<file path="src/rtl/result_mem_if_pkg.sv">
// Shared definitions for the systolic-array memory interfaces: line geometry
// defaults, geometry helpers and the write-side FSM state type.
package systolic_pkg;

  localparam int unsigned LINE_W   = 4 * 16;
  localparam int unsigned ADDR_LSB = $clog2(LINE_W / 8);

  typedef enum logic [1:0] {
    IDLE = 2'd0,
    RUN  = 2'd1,
    DONE = 2'd2
  } state_t;

  function automatic int unsigned line_bits(input int unsigned n_macs, input int unsigned data_w);
    return n_macs * data_w;
  endfunction

  function automatic int unsigned addr_lsb(input int unsigned n_macs, input int unsigned data_w);
    return $clog2(n_macs * data_w / 8);
  endfunction

endpackage

</file>
<file path="src/rtl/result_mem_if_if.sv">
// Result stream (valid/ready/last) and BRAM write port bundle.
// master = result producer side, slave = result_mem_if side.
interface result_mem_if_if #(
  parameter int unsigned N_MACS      = 4,
  parameter int unsigned DATA_W      = 16,
  parameter int unsigned ACC_W       = 32,
  parameter int unsigned MEM_DEPTH   = 256,
  parameter int unsigned BRAM_ADDR_W = $clog2(MEM_DEPTH) + $clog2(N_MACS * DATA_W / 8)
);
  logic                         res_valid;
  logic                         res_ready;
  logic [ACC_W-1:0]             res_data;
  logic                         res_last;
  logic                         bram_en;
  logic [N_MACS*DATA_W/8-1:0]   bram_we;
  logic [BRAM_ADDR_W-1:0]       bram_addr;
  logic [N_MACS*DATA_W-1:0]     bram_din;

  modport master (
    output res_valid, res_data, res_last,
    input  res_ready, bram_en, bram_we, bram_addr, bram_din
  );

  modport slave (
    input  res_valid, res_data, res_last,
    output res_ready, bram_en, bram_we, bram_addr, bram_din
  );
endinterface

</file>
<file path="src/rtl/result_mem_if_acc_quant.sv">
// Accumulator to stored-width conversion with clamp detect.
// RESULT_SAT_EN selects signed saturation; otherwise low bits are kept.
module acc_quant #(
  parameter int unsigned ACC_W  = 32,
  parameter int unsigned DATA_W = 16
) (
  input  logic [ACC_W-1:0]  acc_i,
  output logic [DATA_W-1:0] q_o,
  output logic              clamp_o
);
`ifdef RESULT_SAT_EN
  // In range exactly when every bit from the DATA_W sign bit upward agrees.
  logic [ACC_W-DATA_W:0] head;
  assign head = acc_i[ACC_W-1:DATA_W-1];

  always_comb begin
    q_o     = acc_i[DATA_W-1:0];
    clamp_o = 1'b0;
    if (!(&head) && (|head)) begin
      clamp_o = 1'b1;
      q_o     = acc_i[ACC_W-1] ? {1'b1, {(DATA_W-1){1'b0}}} : {1'b0, {(DATA_W-1){1'b1}}};
    end
  end
`else
  logic unused_head;
  assign unused_head = ^acc_i[ACC_W-1:DATA_W];
  assign q_o         = acc_i[DATA_W-1:0];
  assign clamp_o     = 1'b0;
`endif
endmodule

</file>
<file path="src/rtl/result_mem_if.sv">
// Packs quantized result beats into BRAM lines and writes them with 1-cycle latency.
// Optional signed saturation via RESULT_SAT_EN (see acc_quant).
module result_mem_if
  import systolic_pkg::*;
#(
  parameter int unsigned N_MACS      = 4,
  parameter int unsigned DATA_W      = 16,
  parameter int unsigned ACC_W       = 32,
  parameter int unsigned MEM_DEPTH   = 256,
  parameter int unsigned BRAM_ADDR_W = $clog2(MEM_DEPTH) + $clog2(N_MACS * DATA_W / 8)
) (
  input  logic                         clk,
  input  logic                         rst_n,
  input  logic                         start,
  input  logic [$clog2(MEM_DEPTH)-1:0] base_addr,
  output logic [$clog2(MEM_DEPTH)-1:0] line_addr,
  output logic                         busy,
  output logic                         done,
  output logic                         sat_flag,
  result_mem_if_if.slave               bus
);
  localparam int unsigned LA_W   = $clog2(MEM_DEPTH);
  localparam int unsigned LB     = line_bits(N_MACS, DATA_W);
  localparam int unsigned LSB    = addr_lsb(N_MACS, DATA_W);
  localparam int unsigned BPL    = DATA_W / 8;
  localparam int unsigned LANE_W = (N_MACS > 1) ? $clog2(N_MACS) : 1;

  state_t              state_q, state_d;
  logic [LANE_W-1:0]   lane_q, lane_d;
  logic [LB-1:0]       pack_q, pack_d, wr_din_q, wr_din_d;
  logic [N_MACS-1:0]   fill_q, fill_d;
  logic [LA_W-1:0]     line_q, line_d, wr_line_q, wr_line_d;
  logic [LB/8-1:0]     wr_we_q, wr_we_d;
  logic                wr_en_q, wr_en_d, sat_q, sat_d;

  logic [DATA_W-1:0]   beat_val;
  logic                beat_clamp;
  logic [LB-1:0]       line_pack;
  logic [N_MACS-1:0]   line_fill;

  acc_quant #(.ACC_W(ACC_W), .DATA_W(DATA_W)) u_quant (
    .acc_i   (bus.res_data),
    .q_o     (beat_val),
    .clamp_o (beat_clamp)
  );

  always_comb begin
    state_d   = state_q;
    lane_d    = lane_q;
    pack_d    = pack_q;
    fill_d    = fill_q;
    line_d    = line_q;
    sat_d     = sat_q;
    wr_en_d   = 1'b0;
    wr_we_d   = '0;
    wr_din_d  = wr_din_q;
    wr_line_d = wr_line_q;

    // Current line as it would look with this beat merged in.
    line_pack = pack_q;
    line_fill = fill_q;
    line_pack[lane_q*DATA_W +: DATA_W] = beat_val;
    line_fill[lane_q] = 1'b1;

    case (state_q)
      IDLE: begin
        if (start) begin
          state_d = RUN;
          line_d  = base_addr;
          lane_d  = '0;
          pack_d  = '0;
          fill_d  = '0;
          sat_d   = 1'b0;
        end
      end
      RUN: begin
        if (bus.res_valid) begin
          sat_d = sat_q | beat_clamp;
          if (lane_q == LANE_W'(N_MACS - 1) || bus.res_last) begin
            wr_en_d   = 1'b1;
            wr_din_d  = line_pack;
            wr_line_d = line_q;
            for (int unsigned i = 0; i < N_MACS; i++) begin
              wr_we_d[i*BPL +: BPL] = {BPL{line_fill[i]}};
            end
            pack_d = '0;
            fill_d = '0;
            lane_d = '0;
            line_d = (line_q == LA_W'(MEM_DEPTH - 1)) ? '0 : line_q + LA_W'(1);
            if (bus.res_last) state_d = DONE;
          end else begin
            pack_d = line_pack;
            fill_d = line_fill;
            lane_d = lane_q + LANE_W'(1);
          end
        end
      end
      DONE:    state_d = IDLE;
      default: state_d = IDLE;
    endcase
  end

  always_ff @(posedge clk or negedge rst_n) begin
    if (!rst_n) begin
      state_q   <= IDLE;
      lane_q    <= '0;
      pack_q    <= '0;
      fill_q    <= '0;
      line_q    <= '0;
      sat_q     <= 1'b0;
      wr_en_q   <= 1'b0;
      wr_we_q   <= '0;
      wr_din_q  <= '0;
      wr_line_q <= '0;
    end else begin
      state_q   <= state_d;
      lane_q    <= lane_d;
      pack_q    <= pack_d;
      fill_q    <= fill_d;
      line_q    <= line_d;
      sat_q     <= sat_d;
      wr_en_q   <= wr_en_d;
      wr_we_q   <= wr_we_d;
      wr_din_q  <= wr_din_d;
      wr_line_q <= wr_line_d;
    end
  end

  assign bus.res_ready = (state_q == RUN);
  assign bus.bram_en   = wr_en_q;
  assign bus.bram_we   = wr_we_q;
  assign bus.bram_addr = BRAM_ADDR_W'({wr_line_q, {LSB{1'b0}}});
  assign bus.bram_din  = wr_din_q;
  assign line_addr     = line_q;
  assign busy          = (state_q != IDLE);
  assign done          = (state_q == DONE);
  assign sat_flag      = sat_q;
endmodule
</file>
<file path="src/flat_wrapper.sv">
// flat-port wrapper written by rule: the top's interface ports become plain ports
module result_mem_if_flat import systolic_pkg::*;
#(
  parameter int unsigned N_MACS      = 4,
  parameter int unsigned DATA_W      = 16,
  parameter int unsigned ACC_W       = 32,
  parameter int unsigned MEM_DEPTH   = 256,
  parameter int unsigned BRAM_ADDR_W = $clog2(MEM_DEPTH) + $clog2(N_MACS * DATA_W / 8)
)
  (clk, rst_n, start, base_addr, line_addr, busy, done, sat_flag, bus_res_valid, bus_res_data, bus_res_last, bus_res_ready, bus_bram_en, bus_bram_we, bus_bram_addr, bus_bram_din);
  result_mem_if_if #(.N_MACS(N_MACS), .DATA_W(DATA_W), .ACC_W(ACC_W), .MEM_DEPTH(MEM_DEPTH), .BRAM_ADDR_W(BRAM_ADDR_W)) bus_i ();
  input  logic clk;
  input  logic rst_n;
  input  logic start;
  input  logic [$clog2(MEM_DEPTH)-1:0] base_addr;
  output logic [$clog2(MEM_DEPTH)-1:0] line_addr;
  output logic busy;
  output logic done;
  output logic sat_flag;
  input wire logic [$bits(bus_i.res_valid)-1:0] bus_res_valid;
  input wire logic [$bits(bus_i.res_data)-1:0] bus_res_data;
  input wire logic [$bits(bus_i.res_last)-1:0] bus_res_last;
  output wire logic [$bits(bus_i.res_ready)-1:0] bus_res_ready;
  output wire logic [$bits(bus_i.bram_en)-1:0] bus_bram_en;
  output wire logic [$bits(bus_i.bram_we)-1:0] bus_bram_we;
  output wire logic [$bits(bus_i.bram_addr)-1:0] bus_bram_addr;
  output wire logic [$bits(bus_i.bram_din)-1:0] bus_bram_din;
  assign bus_i.res_valid = bus_res_valid;
  assign bus_i.res_data = bus_res_data;
  assign bus_i.res_last = bus_res_last;
  assign bus_res_ready = bus_i.res_ready;
  assign bus_bram_en = bus_i.bram_en;
  assign bus_bram_we = bus_i.bram_we;
  assign bus_bram_addr = bus_i.bram_addr;
  assign bus_bram_din = bus_i.bram_din;
  result_mem_if #(.N_MACS(N_MACS), .DATA_W(DATA_W), .ACC_W(ACC_W), .MEM_DEPTH(MEM_DEPTH), .BRAM_ADDR_W(BRAM_ADDR_W)) u_core (.clk(clk), .rst_n(rst_n), .start(start), .base_addr(base_addr), .line_addr(line_addr), .busy(busy), .done(done), .sat_flag(sat_flag), .bus(bus_i));
endmodule
</file>
<file path="config.mk">
export PLATFORM = sky130hd
export DESIGN_NAME = result_mem_if_flat
export DESIGN_NICKNAME = d
export VERILOG_FILES = /design/src/rtl/result_mem_if_pkg.sv /design/src/rtl/result_mem_if_if.sv /design/src/rtl/result_mem_if_acc_quant.sv /design/src/rtl/result_mem_if.sv /design/src/flat_wrapper.sv
export SDC_FILE = /design/constraint.sdc
export NUM_CORES = 1
export LEC_CHECK = 0
export CAP_MARGIN = 0
export CORE_ASPECT_RATIO = 1.25
export CORE_MARGIN = 8
export CORE_UTILIZATION = 50
export CTS_CLUSTER_DIAMETER = 60
export DETAILED_ROUTE_END_ITERATION = 8
export PLACE_DENSITY_LB_ADDON = 0.08
export SLEW_MARGIN = 20
export SYNTH_ARGS = -nofsm -noshare
export SYNTH_HDL_FRONTEND = slang
export SYNTH_SLANG_ARGS = --single-unit
</file>
<file path="constraint.sdc">
create_clock -name clk -period 2.8 [get_ports clk]
set_input_delay 0.42 -clock clk [delete_from_list [all_inputs] [get_ports clk]]
set_output_delay 0.42 -clock clk [all_outputs]
set_load 0.02 [all_outputs]
</file>
**After elaboration in Yosys (flattened, before gate mapping)**

Cells that the tools add are included.

- Input bits: 45
- Word-level logic and storage cells: 65
- Flip-flop bits (word level): 161

- $lt $le $gt $ge: 2
- Equal/unequal tests: 8
- Multiplexer cells: 31
- Reduce and logical (&&, ||, !) cells: 9
- Shift operators: 2
- Add/sub/neg operators: 3
- Bitwise operators: 1

Operator list:

| operator | count |
|---|---|
| 64-bit two-way mux | 3 |
| 64-bit one-hot mux with 2 select lines | 1 |
| 64-bit bitwise mux | 1 |
| 16-bit by 34-bit variable shift with 64-bit output, first input constant | 1 |
| 16-bit by 34-bit indexed part select with 64-bit output | 1 |
| 8-bit two-way mux | 7 |
| 6-bit negator with 34-bit output | 1 |
| 8-bit one-hot mux with 2 select lines | 1 |
| 2-bit two-way mux | 7 |
| 4-bit two-way mux | 3 |
| 8-bit by 1-bit adder with 8-bit output, second input constant | 1 |
| 8-bit == test, second input constant | 1 |
| 2-bit one-hot mux with 2 select lines | 2 |
| 4-bit one-hot mux with 2 select lines | 1 |
| 4-bit AND reduction | 2 |
| 2-bit inequality test, second input constant | 3 |
| 3-bit AND reduction | 2 |
| 2-bit == test, second input constant | 2 |
| 1-bit two-way mux | 4 |
| 4-bit bitwise OR | 1 |
| 2-bit nonzero test | 2 |
| 2-bit by 3-bit < comparator with 1-bit output, second input constant | 1 |
| 2-bit by 1-bit adder with 2-bit output, second input constant | 1 |
| 1-bit demux with 2-bit select | 1 |
| 6 further kinds | 6 |

**Depth between registers and ports, before layout**

Gate-level depths: netlist of the first run.

- Word-level depth: 8
- Mapped depth: 8
- Mapped depth without buffers: 6

**Cells and area by module**

From an unflattened synthesis of the first run, not the netlist that was laid out.

- Cells, all modules: 687
- Area, all modules: 7063.0 um^2

Modules (own cells, without submodules):

| module | area an instance (um^2) | cells an instance | times used |
|---|---|---|---|
| result_mem_if | 6931.6 | 669 | 1 |
| acc_quant | 131.4 | 18 | 1 |

**Worst setup path after synthesis of the first run**

OpenSTA, ideal clock, no wires.

- Kind: reg2reg
- From: register u_core.lane_q[0]
- To: register u_core.pack_q[10]
- Clock period less this slack: 2.094 ns
- Buffers on the path: 3
- Arrival: 2.028 ns
- Setup slack: 0.706 ns
- Stages on the path, launching flop included: 9
- Required time: 2.734 ns
- Setup time: 0.066 ns
- Cell sequence: dfrtp_1 > inv_1 > ha_1 > nor4bb_1 > buf_2 > and2_1 > clkbuf_1 > buf_2 > a22o_1

- Cells in the longest elaborated chain, start to end: 6

RTL lines:

| what | RTL line | RTL |
|---|---|---|
| start, declared | result_mem_if.sv:29 | `logic [LANE_W-1:0] lane_q, lane_d;` |
| start signal, assigned | result_mem_if.sv:117 | `lane_q <= lane_d;` |
| 6-bit negator with 34-bit output | result_mem_if.sv:62 | `line_pack[lane_q*DATA_W +: DATA_W] = beat_val;` |
| 16-bit by 34-bit indexed part select with 64-bit output or 16-bit by 34-bit variable shift with 64-bit output (tied branches) | result_mem_if.sv:62 |  |
| 64-bit bitwise mux | result_mem_if.sv:62 |  |
| 64-bit two-way mux (*) | result_mem_if.sv:79 | `if (lane_q == LANE_W'(N_MACS - 1) \|\| bus.res_last) begin` |
| 64-bit two-way mux (*) | result_mem_if.sv:77 | `if (bus.res_valid) begin` |
| 64-bit one-hot mux with 2 select lines (*) | result_mem_if.sv:65 | `case (state_q)` |
| end signal, assigned | result_mem_if.sv:118 | `pack_q <= pack_d;` |
| end, declared | result_mem_if.sv:30 | `logic [LB-1:0] pack_q, pack_d, wr_din_q, wr_din_d;` |

Mark *: on every way between the ends. The rest lies on a longest branch, timed or not. The select of a mux whose other input is x is not followed.
A chain may end at the register's enable or synchronous reset.

**Final worst setup path of the first run**

- From: register u_core.state_q[1]
- To: output port bus_res_ready

- Cells in the longest elaborated chain, start to end: 1

RTL lines:

| what | RTL line | RTL |
|---|---|---|
| start, declared | result_mem_if.sv:28 | `state_t state_q, state_d;` |
| start signal, assigned | result_mem_if.sv:116 | `state_q <= state_d;` |
| 2-bit by 1-bit == test with 1-bit output | result_mem_if.sv:129 | `assign bus.res_ready = (state_q == RUN);` |
| end, declared | flat_wrapper.sv:23 | `output wire logic [$bits(bus_i.res_ready)-1:0] bus_res_ready;` |

Every way passes these cells.

==> results.md, run 1 <==
* Outcome: finished, final reports clean
* Vias at ~5,200
* Post-Synth XOR/XNOR Area at 0%
* Reg2reg start: u_core.lane_q[0]
* Hold Crit Endpoint: u_core.bus.bram_din[39]
* Global-route total usage across every layer at 20.44%
* Vias in the first global route at 5,413
* Pwr/cell area at 882.6 mW/mm^2
* Met3 routed WL at between 1000 and 1500 um
* WL met1 at 7434 um
* Clock transition at path regs at around 0.06 ns
* Worst Tran Pin Value at 1.160 ns
* Final net count at slightly above 800
* Row Count at 48
* Full die area at 0.01772 sq mm
* Dpl cells at 911
* Area contributors post-synth: dfrtp_1, a22o_1, nor2b_1, a21oi_1, o21ai_0
* Htree depth at 4
* Mapped Area at 0.006849 sq mm
* Fin. Hold Viols at 0
* Register area at approximately 0.0039 sq mm
* Overall Power at 7.677 mW
* Post-route ant nets at 0
* Clk sinks at 157
* Slew headroom at 22.14%
* Number of synthesized register bits at around 160
* DP Worst Slack at between 0.2 and 0.3 ns
* Max Used Layer: met4
* Final Cycle Share at between 80% and 90%
* Post-synthesis compound-gate area fraction at between 20% and 30%
* Hold path depth at 2
* Final Max Slew Viols at 0
* Most area-hungry cell type in the Yosys netlist: dfrtp_1
* Post-synth EDFFs at 0
* Warnings, synthesis at 0
* Core area at between 0.01 and 0.015 sq mm
* Area grow syn2layout at 27.00%
* Yosys top cell area share at a little under three fifths
* Fin Hold WS at 0.4783 ns
* Post-route setup TNS at 0 ns
* CTS max path bufs at 2
* VDD IR max at ~0.7 mV
* Final Instance Area at 0.008698 sq mm
* Reg-to-reg slack, setup at roughly 0.3 ns
* Hpwl dp at 12,180 um
* Max-Cap Viols at 0
* Antenna violations before repair at 0
* Finished Core Util at 64.09%
* 1st-iter DRT viols at 360
* R2r worst-path depth at 7
* Post-DP Area at 0.008099 sq mm
* Finished Layout Cells at 944
* Clk_lat worst skew at between 0.4 and 0.5 ns
* CTS Buf Count at 17
* End of the worst register-to-register path: u_core.pack_q[34]
* Proportion of layout cells with a drive suffix above 1 at 8.192%
* Root buf cell: clkbuf_16
* Multi-input gate area at 0.002616 sq mm
* Crit-path max FO at 13
* Adder-Cell Fraction of Synth Area at about 1.6%
* Post-Synth Simple-Gate Area at 14.19%
* Most used flip-flop cell after synthesis: dfrtp_1
* Fillers at between 1,000 and 1,500
* Max incr delay on CP at roughly 0.65 ns
* Leakage at 3.878 nW
* Ant diodes at 0
* Hold Path Origin: u_core.bus.bram_din[39]
* Final estimated routing congestion in global placement at between 0.7 and 0.8
* Synthesized area per cell at about 10 sq um
* Residual DRC count at 0
* PortBufs at 120
* Drt total wl at 17,530 um
* Post-Synthesis Cells at 665
* # IOs at 141
* Crit. End Element: output pin
* CP startpoint kind: flip-flop
* RSZ-0062 raised after global routing: no
* Max Fclk at 399.7 MHz
* Initial Utilization at 50.46%
* CP Cell Sequence: nand2b_2 > inv_2 > clkdlybuf4s50_1
* Worst hold path class: flip-flop to flip-flop
* Gr ovfl total at 0
* First drt pass iteration count at 4
* Distinct cell type count of the synthesized netlist at 43
* Post-synthesis sequential area ratio at roughly 57%
* Pin count of the biggest net entering global routing at 61
* Worst endpoint required time at 2.38 ns
* Mux share of post-synthesis cell area at 1.151%
* Critical path arrival at about 2.1 ns
* WL per Instance at around 19 um
* Worst setup path class: flip-flop to output pin
* CTS tree: done
* Wire length of the first global-routing pass at 28,630 um
* Min cycle time layout at 2.502 ns
* CP max-delay cell: clkdlybuf4s50_1
* Final setup skew at between 0.01 and 0.015 ns
* Met2 WL at 8752 um
* Die width at 120.7 um
* Die Span Y at 146.9 um
* Async S/R FF share, synth at 100.0%
* Via/cell ratio at 5.552
* Final Worst Setup Slack at slightly below 0.3 ns
* Largest family of logic cells by synthesized area: compound AO/OA/AOI/OAI gates
* Final setup viols at 0
-- cell usage after synthesis, drive strengths merged, types with 4 or more instances --
| library cell | number |
|---|---|
| nor2b | 66 |
| ha | 9 |
| buf | 26 |
| dfrtp | 157 |
| inv | 5 |
| a21oi | 77 |
| o21ai | 74 |
| nor2 | 17 |
| clkbuf | 41 |
| nand3 | 4 |
| nand2 | 78 |
| mux2 | 7 |
| and2 | 9 |
| a22o | 64 |
-- kinds of logic after synthesis --
kind of cell,count (synthesis)
AOI/OAI and AO/OA,228
adders and majority gates,9
buffers and inverters,72
DFF,157
muxes,7
other,1
and+or+nand+nor,191
-- cell usage in the layout (no fill, tap or decap), types with 2 or more instances in the layout --
cell / netlist / routed
and3_1: 2 / 2
clkdlybuf4s50_1: 0 / 119
nor2_1: 17 / 17
and2_1: 8 / 8
nor4_1: 2 / 2
clkinv_2: 0 / 3
conb_1: 1 / 4
ha_1: 9 / 9
a22o_1: 64 / 64
nand2_1: 78 / 78
dfrtp_1: 157 / 157
nor2b_1: 66 / 66
mux2_2: 7 / 7
clkbuf_16: 0 / 17
o21ai_0: 70 / 70
a21oi_1: 76 / 76
inv_1: 4 / 4
o21ai_2: 0 / 3
o211ai_1: 3 / 3
a2bb2oi_1: 2 / 2
inv_6: 0 / 6
buf_4: 8 / 14
nand3_1: 4 / 4
clkbuf_8: 0 / 2
nand4_1: 2 / 2
a21o_1: 3 / 3
-- routing by layer --
metal | up-vias | track usage, %
li1 | 2474 | -
met1 | 2589 | 24.91
met2 | 153 | 34.03
met3 | 25 | 5.223
met4 | 0 | 7.577
met5 | - | 0
-- worst max path at each step --
stage                   endpoint              start  slack (ns)  cells past startpoint
2_1_floorplan  u_core.pack_q[10]   u_core.lane_q[0]        0.71                      8
3_3_place_gp   u_core.pack_q[18]       bus_res_last        0.42                      5
3_5_place_dp   u_core.pack_q[18]       bus_res_last        0.27                      5
4_1_cts            bus_res_ready  u_core.state_q[1]        0.28                      3
5_1_grt         u_core.pack_q[1]   u_core.lane_q[0]        0.14                      6
6_report           bus_res_ready  u_core.state_q[1]        0.30                      3
-- repair_timing --
action,CTS,global route
endpoints found under the hold margin,11,0
endpoints found under the setup margin,0,0
hold buffers,1,0
gates resized for setup,0,0
buffers inserted,0,0
-- area by class of cell --
cell class / instances / share of cell area [%]
inverter: 5 / 0.2158
clock inverter: 13 / 1.438
tap: 175 / 2.517
timing repair buffer: 136 / 15.38
multi-input combinational: 439 / 30.08
sequential: 157 / 45.17
clock buffer: 19 / 5.207
-- critical path: cells and delay by family, from the launching register on --
family	cells	cell delay (ns)
DFF	1	0.44
and+or+nand+nor	1	0.33
buffers and inverters	2	0.89
-- sequential cells by signal (all words and copies together) (netlist names) --
name	flops
u_core.pack_q	64
u_core.bus.bram_din	64
u_core.bus.bram_en	1
u_core.lane_q	2
u_core.fill_q	4
u_core.wr_line_q	8
u_core.line_addr	8
u_core.bus.bram_we	4
u_core.state_q	2
-- power breakdown --
part           switching, mW  internal [mW]  leakage (nW)  total [mW]
registers              0.286           2.61          2.13        2.90
clock network          0.973           1.29         0.287        2.26
logic                   1.51           1.01          1.46        2.51
total                   2.77           4.91          3.88        7.68
No activity file was read; power rests on OpenSTA's default activity.
==> inputs of run 2 (changes only) <==
--- a/config.mk
+++ b/config.mk
@@ -5,11 +5,11 @@
 export SDC_FILE = /design/constraint.sdc
 export NUM_CORES = 1
 export LEC_CHECK = 0
-export CAP_MARGIN = 0
 export CORE_ASPECT_RATIO = 1.25
 export CORE_MARGIN = 8
 export CORE_UTILIZATION = 50
 export CTS_CLUSTER_DIAMETER = 60
+export CTS_CLUSTER_SIZE = 16
 export DETAILED_ROUTE_END_ITERATION = 8
 export PLACE_DENSITY_LB_ADDON = 0.08
 export SLEW_MARGIN = 20
==> results of run 2 <==
Final layout, timing and power as in run 1 (identical DEF).
